===== config.mk =====
export PLATFORM = sky130hd
export DESIGN_NAME = issue_bypass_stage_flat
export DESIGN_NICKNAME = d
export VERILOG_FILES = /design/src/rtl/issue_bypass_stage_pkg.sv /design/src/rtl/issue_bypass_stage_if.sv /design/src/rtl/issue_bypass_stage_operand_fwd_mux.sv /design/src/rtl/issue_bypass_stage.sv /design/src/flat_wrapper.sv
export SDC_FILE = /design/constraint.sdc
export NUM_CORES = 1
export LEC_CHECK = 0
export ABC_AREA = 1
export ABC_CLOCK_PERIOD_IN_PS = 4030
export BUFFER_PORTS_ARGS = -buffer_cell sky130_fd_sc_hd__buf_2
export CELL_PAD_IN_SITES_DETAIL_PLACEMENT = 1
export CELL_PAD_IN_SITES_GLOBAL_PLACEMENT = 2
export CORE_AREA = 10 10 305 307
export DETAILED_ROUTE_END_ITERATION = 10
export DIE_AREA = 0 0 315 317
export PLACE_DENSITY_LB_ADDON = 0.1
export SYNTH_ARGS = -nofsm -noshare
export SYNTH_HDL_FRONTEND = slang
export SYNTH_SLANG_ARGS = --single-unit

===== constraint.sdc =====
create_clock -name clock -period 4.03 [get_ports clock]
set_input_delay 0.6045 -clock clock [delete_from_list [all_inputs] [get_ports clock]]
set_output_delay 0.6045 -clock clock [all_outputs]
set_load 0.02 [all_outputs]

===== src/rtl/issue_bypass_stage_pkg.sv =====
// Shared types and constants for the issue/bypass stage.
package issue_bypass_stage_pkg;

   localparam int unsigned REG_IDX_W   = 5;
   localparam int unsigned NUM_REGS    = 32;
   localparam int unsigned STALL_CNT_W = 32;

   typedef logic [REG_IDX_W-1:0] reg_idx_t;

   localparam reg_idx_t REG_X0 = 5'd0;

   // Bypass source slots, youngest first (lower index wins).
   localparam int unsigned FWD_IDX_EX  = 0;
   localparam int unsigned FWD_IDX_MEM = 1;
   localparam int unsigned FWD_IDX_WB  = 2;

   // Field layout of the opaque decoded bundle carried to EX.
   localparam int unsigned PL_ALUOP_LSB  = 0;
   localparam int unsigned PL_ALUOP_W    = 5;
   localparam int unsigned PL_FUNCT3_LSB = 5;
   localparam int unsigned PL_FUNCT3_W   = 3;
   localparam int unsigned PL_IMM_LSB    = 8;
   localparam int unsigned PL_IMM_W      = 32;
   localparam int unsigned PL_PC_LSB     = 40;
   localparam int unsigned PL_PC_W       = 64;

   // One-hot register mask, used for scoreboard set/clear.
   function automatic logic [NUM_REGS-1:0] reg_onehot(input reg_idx_t idx);
      reg_onehot = NUM_REGS'(1) << idx;
   endfunction

endpackage


===== src/rtl/issue_bypass_stage_if.sv =====
// Decode -> issue -> EX bus, with bypass and long-op completion inputs.
interface issue_bypass_stage_if
   import issue_bypass_stage_pkg::*;
#(
   parameter int unsigned XLEN      = 64,
   parameter int unsigned NUM_FWD   = 3,
   parameter int unsigned PAYLOAD_W = 128
);
   logic                         id_valid_i;
   logic                         id_ready_o;
   reg_idx_t                     rs1_i;
   reg_idx_t                     rs2_i;
   logic                         use_rs1_i;
   logic                         use_rs2_i;
   reg_idx_t                     rd_i;
   logic                         rf_wen_i;
   logic                         is_long_i;
   logic [PAYLOAD_W-1:0]         payload_i;
   logic [XLEN-1:0]              rs1val_i;
   logic [XLEN-1:0]              rs2val_i;
   logic [NUM_FWD-1:0]           fwd_wen_i;
   logic [NUM_FWD-1:0]           fwd_rdy_i;
   logic [REG_IDX_W*NUM_FWD-1:0] fwd_rd_i;
   logic [XLEN*NUM_FWD-1:0]      fwd_data_i;
   logic                         long_done_i;
   reg_idx_t                     long_done_rd_i;
   logic                         flush_i;
   logic                         ex_valid_o;
   logic                         ex_ready_i;
   logic [XLEN-1:0]              ex_src1_o;
   logic [XLEN-1:0]              ex_src2_o;
   reg_idx_t                     ex_rd_o;
   logic                         ex_rf_wen_o;
   logic [PAYLOAD_W-1:0]         ex_payload_o;
   logic [STALL_CNT_W-1:0]       stall_cycles_o;

   // Stage view.
   modport slave (
      input  id_valid_i, rs1_i, rs2_i, use_rs1_i, use_rs2_i, rd_i, rf_wen_i,
             is_long_i, payload_i, rs1val_i, rs2val_i, fwd_wen_i, fwd_rdy_i,
             fwd_rd_i, fwd_data_i, long_done_i, long_done_rd_i, flush_i,
             ex_ready_i,
      output id_ready_o, ex_valid_o, ex_src1_o, ex_src2_o, ex_rd_o,
             ex_rf_wen_o, ex_payload_o, stall_cycles_o
   );

   // Decode/pipeline view driving the stage.
   modport master (
      output id_valid_i, rs1_i, rs2_i, use_rs1_i, use_rs2_i, rd_i, rf_wen_i,
             is_long_i, payload_i, rs1val_i, rs2val_i, fwd_wen_i, fwd_rdy_i,
             fwd_rd_i, fwd_data_i, long_done_i, long_done_rd_i, flush_i,
             ex_ready_i,
      input  id_ready_o, ex_valid_o, ex_src1_o, ex_src2_o, ex_rd_o,
             ex_rf_wen_o, ex_payload_o, stall_cycles_o
   );

endinterface


===== src/rtl/issue_bypass_stage_operand_fwd_mux.sv =====
// Resolves one source operand: x0, youngest matching bypass source, else regfile.
module operand_fwd_mux
   import issue_bypass_stage_pkg::*;
#(
   parameter int unsigned XLEN    = 64,
   parameter int unsigned NUM_FWD = 3
) (
   input  reg_idx_t                     idx,
   input  logic [XLEN-1:0]              rf_val,
   input  logic [NUM_FWD-1:0]           fwd_wen,
   input  logic [NUM_FWD-1:0]           fwd_rdy,
   input  logic [REG_IDX_W*NUM_FWD-1:0] fwd_rd,
   input  logic [XLEN*NUM_FWD-1:0]      fwd_data,
   output logic [XLEN-1:0]              val_c,
   output logic                         not_ready_c
);

   // Scan oldest to youngest so the lowest matching index ends up selected.
   always_comb begin
      val_c       = rf_val;
      not_ready_c = 1'b0;
      for (int k = int'(NUM_FWD) - 1; k >= 0; k--) begin
         if (fwd_wen[k] && (fwd_rd[k*REG_IDX_W +: REG_IDX_W] == idx)) begin
            val_c       = fwd_data[k*XLEN +: XLEN];
            not_ready_c = ~fwd_rdy[k];
         end
      end
      if (idx == REG_X0) begin
         val_c       = '0;
         not_ready_c = 1'b0;
      end
   end

endmodule


===== src/rtl/issue_bypass_stage.sv =====
// Issue stage: operand bypass, load-use/long-op hazard scoreboard, registered
// ID/EX slot with valid/ready. Optional stall counter under ISSUE_PERF_EN.
module issue_bypass_stage
   import issue_bypass_stage_pkg::*;
#(
   parameter int unsigned XLEN      = 64,
   parameter int unsigned NUM_FWD   = 3,
   parameter int unsigned PAYLOAD_W = 128,
   parameter int unsigned LONG_MAX  = 2
) (
   input logic                  clock,
   input logic                  reset,
   issue_bypass_stage_if.slave  bus
);

   localparam int unsigned CNT_W = $clog2(LONG_MAX + 1);

   logic [XLEN-1:0]      src1_c;
   logic [XLEN-1:0]      src2_c;
   logic                 nr1_c;
   logic                 nr2_c;
   logic                 hazard;
   logic                 id_ready;
   logic                 issue;
   logic                 long_issue;
   logic                 done_eff;
   logic                 sb_set;
   logic [NUM_REGS-1:0]  sb_q;
   logic [NUM_REGS-1:0]  sb_d;
   logic [CNT_W-1:0]     cnt_q;

   logic                 ex_valid_q;
   logic [XLEN-1:0]      ex_src1_q;
   logic [XLEN-1:0]      ex_src2_q;
   reg_idx_t             ex_rd_q;
   logic                 ex_rf_wen_q;
   logic [PAYLOAD_W-1:0] ex_payload_q;

   operand_fwd_mux #(.XLEN(XLEN), .NUM_FWD(NUM_FWD)) u_fwd_rs1 (
      .idx         (bus.rs1_i),
      .rf_val      (bus.rs1val_i),
      .fwd_wen     (bus.fwd_wen_i),
      .fwd_rdy     (bus.fwd_rdy_i),
      .fwd_rd      (bus.fwd_rd_i),
      .fwd_data    (bus.fwd_data_i),
      .val_c       (src1_c),
      .not_ready_c (nr1_c)
   );

   operand_fwd_mux #(.XLEN(XLEN), .NUM_FWD(NUM_FWD)) u_fwd_rs2 (
      .idx         (bus.rs2_i),
      .rf_val      (bus.rs2val_i),
      .fwd_wen     (bus.fwd_wen_i),
      .fwd_rdy     (bus.fwd_rdy_i),
      .fwd_rd      (bus.fwd_rd_i),
      .fwd_data    (bus.fwd_data_i),
      .val_c       (src2_c),
      .not_ready_c (nr2_c)
   );

   // Hazard detection and issue handshake.
   always_comb begin
      hazard = 1'b0;
      if (bus.use_rs1_i && (nr1_c || sb_q[bus.rs1_i]))
         hazard = 1'b1;
      if (bus.use_rs2_i && (nr2_c || sb_q[bus.rs2_i]))
         hazard = 1'b1;
      if (bus.rf_wen_i && (bus.rd_i != REG_X0) && sb_q[bus.rd_i])
         hazard = 1'b1;
      if (bus.is_long_i && (cnt_q == CNT_W'(LONG_MAX)))
         hazard = 1'b1;
      id_ready   = (~ex_valid_q | bus.ex_ready_i) & ~hazard & ~bus.flush_i;
      issue      = bus.id_valid_i & id_ready;
      long_issue = issue & bus.is_long_i;
      sb_set     = long_issue & bus.rf_wen_i & (bus.rd_i != REG_X0);
      done_eff   = bus.long_done_i & (cnt_q != '0);
   end

   // Scoreboard next state: completion clears, a same-cycle issue set wins.
   always_comb begin
      sb_d = sb_q;
      if (bus.long_done_i)
         sb_d = sb_d & ~reg_onehot(bus.long_done_rd_i);
      if (sb_set)
         sb_d = sb_d | reg_onehot(bus.rd_i);
      sb_d[0] = 1'b0;
   end

   // ID/EX slot: load on issue, drop valid on consume or flush, data holds.
   always_ff @(posedge clock) begin
      if (reset) begin
         ex_valid_q   <= 1'b0;
         ex_src1_q    <= '0;
         ex_src2_q    <= '0;
         ex_rd_q      <= '0;
         ex_rf_wen_q  <= 1'b0;
         ex_payload_q <= '0;
      end else if (issue) begin
         ex_valid_q   <= 1'b1;
         ex_src1_q    <= src1_c;
         ex_src2_q    <= src2_c;
         ex_rd_q      <= bus.rd_i;
         ex_rf_wen_q  <= bus.rf_wen_i;
         ex_payload_q <= bus.payload_i;
      end else if (bus.ex_ready_i || bus.flush_i) begin
         ex_valid_q   <= 1'b0;
      end
   end

   // Scoreboard and outstanding long-op count; flush leaves both alone.
   always_ff @(posedge clock) begin
      if (reset) begin
         sb_q  <= '0;
         cnt_q <= '0;
      end else begin
         sb_q <= sb_d;
         if (long_issue && !done_eff)
            cnt_q <= cnt_q + CNT_W'(1);
         else if (!long_issue && done_eff)
            cnt_q <= cnt_q - CNT_W'(1);
      end
   end

`ifdef ISSUE_PERF_EN
   logic [STALL_CNT_W-1:0] stall_q;

   // Saturating count of cycles a valid instruction is held by a hazard.
   always_ff @(posedge clock) begin
      if (reset)
         stall_q <= '0;
      else if (bus.id_valid_i && hazard && !bus.flush_i && (stall_q != '1))
         stall_q <= stall_q + STALL_CNT_W'(1);
   end

   assign bus.stall_cycles_o = stall_q;
`else
   assign bus.stall_cycles_o = '0;
`endif

   assign bus.id_ready_o   = id_ready;
   assign bus.ex_valid_o   = ex_valid_q;
   assign bus.ex_src1_o    = ex_src1_q;
   assign bus.ex_src2_o    = ex_src2_q;
   assign bus.ex_rd_o      = ex_rd_q;
   assign bus.ex_rf_wen_o  = ex_rf_wen_q;
   assign bus.ex_payload_o = ex_payload_q;

endmodule


===== src/flat_wrapper.sv =====
// flat-port wrapper written by rule: the top's interface ports become plain ports
module issue_bypass_stage_flat import issue_bypass_stage_pkg::*;
#(
   parameter int unsigned XLEN      = 64,
   parameter int unsigned NUM_FWD   = 3,
   parameter int unsigned PAYLOAD_W = 128,
   parameter int unsigned LONG_MAX  = 2
)
  (clock, reset, bus_id_valid_i, bus_rs1_i, bus_rs2_i, bus_use_rs1_i, bus_use_rs2_i, bus_rd_i, bus_rf_wen_i, bus_is_long_i, bus_payload_i, bus_rs1val_i, bus_rs2val_i, bus_fwd_wen_i, bus_fwd_rdy_i, bus_fwd_rd_i, bus_fwd_data_i, bus_long_done_i, bus_long_done_rd_i, bus_flush_i, bus_ex_ready_i, bus_id_ready_o, bus_ex_valid_o, bus_ex_src1_o, bus_ex_src2_o, bus_ex_rd_o, bus_ex_rf_wen_o, bus_ex_payload_o, bus_stall_cycles_o);
  issue_bypass_stage_if #(.XLEN(XLEN), .NUM_FWD(NUM_FWD), .PAYLOAD_W(PAYLOAD_W)) bus_i ();
  input logic clock;
  input logic reset;
  input wire logic [$bits(bus_i.id_valid_i)-1:0] bus_id_valid_i;
  input wire logic [$bits(bus_i.rs1_i)-1:0] bus_rs1_i;
  input wire logic [$bits(bus_i.rs2_i)-1:0] bus_rs2_i;
  input wire logic [$bits(bus_i.use_rs1_i)-1:0] bus_use_rs1_i;
  input wire logic [$bits(bus_i.use_rs2_i)-1:0] bus_use_rs2_i;
  input wire logic [$bits(bus_i.rd_i)-1:0] bus_rd_i;
  input wire logic [$bits(bus_i.rf_wen_i)-1:0] bus_rf_wen_i;
  input wire logic [$bits(bus_i.is_long_i)-1:0] bus_is_long_i;
  input wire logic [$bits(bus_i.payload_i)-1:0] bus_payload_i;
  input wire logic [$bits(bus_i.rs1val_i)-1:0] bus_rs1val_i;
  input wire logic [$bits(bus_i.rs2val_i)-1:0] bus_rs2val_i;
  input wire logic [$bits(bus_i.fwd_wen_i)-1:0] bus_fwd_wen_i;
  input wire logic [$bits(bus_i.fwd_rdy_i)-1:0] bus_fwd_rdy_i;
  input wire logic [$bits(bus_i.fwd_rd_i)-1:0] bus_fwd_rd_i;
  input wire logic [$bits(bus_i.fwd_data_i)-1:0] bus_fwd_data_i;
  input wire logic [$bits(bus_i.long_done_i)-1:0] bus_long_done_i;
  input wire logic [$bits(bus_i.long_done_rd_i)-1:0] bus_long_done_rd_i;
  input wire logic [$bits(bus_i.flush_i)-1:0] bus_flush_i;
  input wire logic [$bits(bus_i.ex_ready_i)-1:0] bus_ex_ready_i;
  output wire logic [$bits(bus_i.id_ready_o)-1:0] bus_id_ready_o;
  output wire logic [$bits(bus_i.ex_valid_o)-1:0] bus_ex_valid_o;
  output wire logic [$bits(bus_i.ex_src1_o)-1:0] bus_ex_src1_o;
  output wire logic [$bits(bus_i.ex_src2_o)-1:0] bus_ex_src2_o;
  output wire logic [$bits(bus_i.ex_rd_o)-1:0] bus_ex_rd_o;
  output wire logic [$bits(bus_i.ex_rf_wen_o)-1:0] bus_ex_rf_wen_o;
  output wire logic [$bits(bus_i.ex_payload_o)-1:0] bus_ex_payload_o;
  output wire logic [$bits(bus_i.stall_cycles_o)-1:0] bus_stall_cycles_o;
  assign bus_i.id_valid_i = bus_id_valid_i;
  assign bus_i.rs1_i = bus_rs1_i;
  assign bus_i.rs2_i = bus_rs2_i;
  assign bus_i.use_rs1_i = bus_use_rs1_i;
  assign bus_i.use_rs2_i = bus_use_rs2_i;
  assign bus_i.rd_i = bus_rd_i;
  assign bus_i.rf_wen_i = bus_rf_wen_i;
  assign bus_i.is_long_i = bus_is_long_i;
  assign bus_i.payload_i = bus_payload_i;
  assign bus_i.rs1val_i = bus_rs1val_i;
  assign bus_i.rs2val_i = bus_rs2val_i;
  assign bus_i.fwd_wen_i = bus_fwd_wen_i;
  assign bus_i.fwd_rdy_i = bus_fwd_rdy_i;
  assign bus_i.fwd_rd_i = bus_fwd_rd_i;
  assign bus_i.fwd_data_i = bus_fwd_data_i;
  assign bus_i.long_done_i = bus_long_done_i;
  assign bus_i.long_done_rd_i = bus_long_done_rd_i;
  assign bus_i.flush_i = bus_flush_i;
  assign bus_i.ex_ready_i = bus_ex_ready_i;
  assign bus_id_ready_o = bus_i.id_ready_o;
  assign bus_ex_valid_o = bus_i.ex_valid_o;
  assign bus_ex_src1_o = bus_i.ex_src1_o;
  assign bus_ex_src2_o = bus_i.ex_src2_o;
  assign bus_ex_rd_o = bus_i.ex_rd_o;
  assign bus_ex_rf_wen_o = bus_i.ex_rf_wen_o;
  assign bus_ex_payload_o = bus_i.ex_payload_o;
  assign bus_stall_cycles_o = bus_i.stall_cycles_o;
  issue_bypass_stage #(.XLEN(XLEN), .NUM_FWD(NUM_FWD), .PAYLOAD_W(PAYLOAD_W), .LONG_MAX(LONG_MAX)) u_core (.clock(clock), .reset(reset), .bus(bus_i));
endmodule

==> summary.md <==
| Metric | Value |
|---|---|
| DIE HEIGHT | 317 um |
| Register Area | between 5000 and 6000 um^2 |
| Starting Density | 0.1962 |
| Buf/Inv on CP | 5 |
| Hold_ws | 0.2324 ns |
| Cell count after synthesis | approximately 2700 |
| Cts hold-fix bufs | 0 |
| Vias/cell | between 4 and 5 |
| Clock-pin slew on the worst setup and hold paths | ~0.060 ns |
| Core ar. | ~87000 um^2 |
| Wire length per cell | around 25 um |
| Sequential fraction of the synthesis area | 0.3486 |
| DP Area | between 20000 and 25000 um^2 |
| Slowest CP cell | buf_2 |
| Row Count | roughly 110 |
| Cell Area, Synth | approximately 17000 um^2 |
| Vias in the first global route | 22025 |
| Max Fclk | between 0.3 and 0.4 GHz |
| Synth Flop Type | dfxtp_1 |
| Final cell count without fillers | about 4500 |
| Final period utilization | 0.7761 |
| Sum of negative setup slack | 0 ns |
| Chip Width | 315 um |
| Total gr overflow | 0 |
| Slew Limit Fails | 0 |
| Setup Buffers After CTS | 0 |
| Area grow syn2layout | 35.48% |
| RSZ-0062 raised after global routing | no |
| Crit path cell chain | buf_2 -> inv_2 -> nand2_1 -> nor2_1 -> nor2_1 -> nand3_1 -> nand3_1 -> nand3_1 -> nand3_1 -> nand2_1 -> clkinv_1 -> nand3_2 -> inv_1 -> buf_2 |
| Detail Route Antenna Nets | 0 |
| Outcome | finished clean |
| Die area | about 100000 um^2 |
| Synth cell count leaders | 518 x o21ai_0, 438 x nor2_1, 406 x nand2_1 |
| Cts repair resizes | 0 |
| Largest net degree at the start of global routing | 163 |
| Syn Area/Cell | between 6 and 7 um^2 |
| Period minus WS final | 3.128 ns |
| Skew final | 0.02893 ns |
| GRT Overall Usage | 0.2122 |
| Crit Path Category | primary input to output port |
| CP Launch Type | primary input |
| Clk_lat worst skew | 0.59 ns |
| Data arrival, critical path | 2.52 ns |
| Clock Tree Buf Depth | 3 |
| CP delay by family, top | simple AND/OR/NAND/NOR gates |
| Relative slew margins | 0.3021 |
| Required @ worst endpoint | 3.43 ns |
| Slew @ Worst Pin | about 1.0 ns |
| Yosys reg bits | approximately 300 |
| CTS sink cnt | between 200 and 300 |
| Post-detail-place hpwl | slightly below 90 mm |
| Residual DRC | 0 |
| Final nets | around 3800 |
| Post-synth top area share | 0.3486 |
| Hold Fails Final Rpt | 0 |
| VDD IR max | between 0.2 and 0.3 mV |
| Total number of vias | roughly 21000 |
| PwrDens | slightly below 400 nW/um^2 |
| Initial antenna violation count | between 60 and 70 |
| Root Buffer | clkbuf_16 |
| IO Pins | between 700 and 800 |
| Port buffer count | approximately 760 |
| Hold Path Class | primary input to flip-flop |
| Initial DRC count | 944 |
| Worst path depth | 14 |
| Final-layout fill cell count | between 10000 and 15000 |
| FF-to-FF path depth | 18 |
| CTS tree | built |
| RePlAce Congestion | between 0.8 and 0.9 |
| Critical Path End Type | output port |
| H-tree depth | 2 |
| Lkg Pwr | around 11 nW |
| R2R setup slack | around 1.4 ns |
| Worst Path Max Fanout | 16 |
| Pre-antenna DRT Iters | 5 |
| Count leader, synth | o21ai_0 |
| CP max stage delay | 0.28 ns |
| Multi-input logic area | around 9000 um^2 |
| Post-synth EDFFs | 0 |
| Share of layout cells above drive strength 1 | 0.2637 |
| Worst hold path depth | 3 |
| Most common cell on crit path | nand3_1 |
| Synth warn | 0 |
| Leading area contributor after synthesis | dfxtp_1 |
| Max Cap Viol | 0 |
| First-pass GRT wire length | 157.9 mm |
| Placed Cells | between 4000 and 5000 |
| Asr flop ratio synth | 0 |
| Design area | between 20000 and 25000 um^2 |
| Largest cells by area after synthesis | dfxtp_1 35%, o21ai_0 15%, nor2_1 9.7% |
| Setup violators final | 0 |
| DRT Wirelength | 112.2 mm |
| Num CTS Buffers | 43 |
| Synth cell types | 32 |
[power breakdown]
part	internal [mW]	switching (mW)	leakage, nW
Combinational	0.624	1.33	7.75
Clock	2.36	1.56	0.698
Sequential	3.15	0.119	2.42
Total	6.13	3.01	10.9
[layer usage]
layer | vias to the layer above | part of all wire | global-route usage
met5 | - | 0.0023 | 0
met4 | 42 | 0.022 | 0.04913
met3 | 159 | 0.069 | 0.06388
met2 | 577 | 0.51 | 0.3858
met1 | 10152 | 0.40 | 0.2400
li1 | 10118 | - | -
[cell usage in the layout, fill, tap and decap left out, drive strengths merged]
master / synthesis / routed
a211oi: 1 / 1
a21boi: 1 / 1
a21oi: 221 / 221
buf: 123 / 795
bufinv: 0 / 4
clkbuf: 131 / 59
clkinv: 3 / 10
conb: 1 / 32
dfxtp: 296 / 296
diode: 0 / 20
ha: 1 / 1
inv: 253 / 254
nand2: 406 / 406
nand3: 83 / 83
nand3b: 3 / 3
nand4: 41 / 41
nor2: 442 / 442
nor3: 6 / 6
nor4: 4 / 4
o211ai: 100 / 100
o21a: 12 / 12
o21ai: 568 / 568
o31ai: 1 / 1
or2: 1 / 1
xnor2: 6 / 6
xor2: 1 / 1
[stage by stage]
| stage | setup slack (ns) | total power, mW | utilization |
|---|---|---|---|
| 2_1_floorplan | 1.076 | 4.384 | - |
| 3_3_place_gp | 0.4994 | 5.294 | 0.2488 |
| 3_5_place_dp | 0.5352 | 5.315 | 0.2488 |
| 4_1_cts | 0.8854 | 9.330 | 0.2653 |
| 5_1_grt | 0.7192 | 9.618 | 0.2657 |
| 6_report | 0.9023 | 9.137 | 0.2659 |
[path summary, 6_finish.rpt]
check	startpoint	endpoint
worst max-delay path	bus_rd_i[0]	bus_id_ready_o
worst min-delay path	bus_payload_i[71]	u_core.bus.ex_payload_o[71]$_SDFFE_PP0P_
worst max register to register	u_core.sb_q[11]$_SDFF_PP0_	u_core.cnt_q[1]$_SDFFE_PP0P_
worst min register to register	u_core.bus.ex_src1_o[61]$_SDFFE_PP0P_	u_core.bus.ex_src1_o[61]$_SDFFE_PP0P_
[area by class of cell]
cell class / instances / share of cell area
timing repair buffer: 795 / 0.1821
sequential: 296 / 0.2573
clock inverter: 12 / 0.009508
antenna: 20 / 0.002173
inverter: 256 / 0.04189
clock buffer: 59 / 0.05238
multi-input combinational: 1930 / 0.3919
tap: 1155 / 0.06275
[flip-flops by register name, indices dropped and copies added, names as in the netlist]
register	flops
u_core.bus.ex_src2_o	64
u_core.bus.ex_payload_o	128
u_core.sb_q	31
u_core.bus.ex_valid_o	1
u_core.bus.ex_rf_wen_o	1
u_core.bus.ex_src1_o	64
u_core.bus.ex_rd_o	5
u_core.cnt_q	2
[worst register-to-register path, cell delays in order, from the launching register on]
cell	delay (ns)
dfxtp_1	0.30
inv_1	0.20
nor2_1	0.09
nor2_1	0.11
nand3_1	0.07
nand3_1	0.10
nand3_1	0.08
nand3_1	0.11
nand2_1	0.11
clkinv_1	0.09
nand3_2	0.10
nor2_4	0.18
clkinv_2	0.15
nor2_1	0.12
ha_1	0.26
a21oi_1	0.12
o21ai_0	0.12
o21ai_0	0.18
a21oi_1	0.06
[logic make-up after synthesis]
logic type / after synthesis / share of synthesized area
AOI/OAI and AO/OA: 904 / 0.2831
xor gates and xnor gates: 7 / 0.003607
adders and majority gates: 1 / 0.0007360
buffers and inverters: 510 / 0.1305
DFF: 296 / 0.3486
other: 1 / 0.0002206
and+or+nand+nor: 986 / 0.2332
Note: power is estimated with default switching activity, not from simulation.
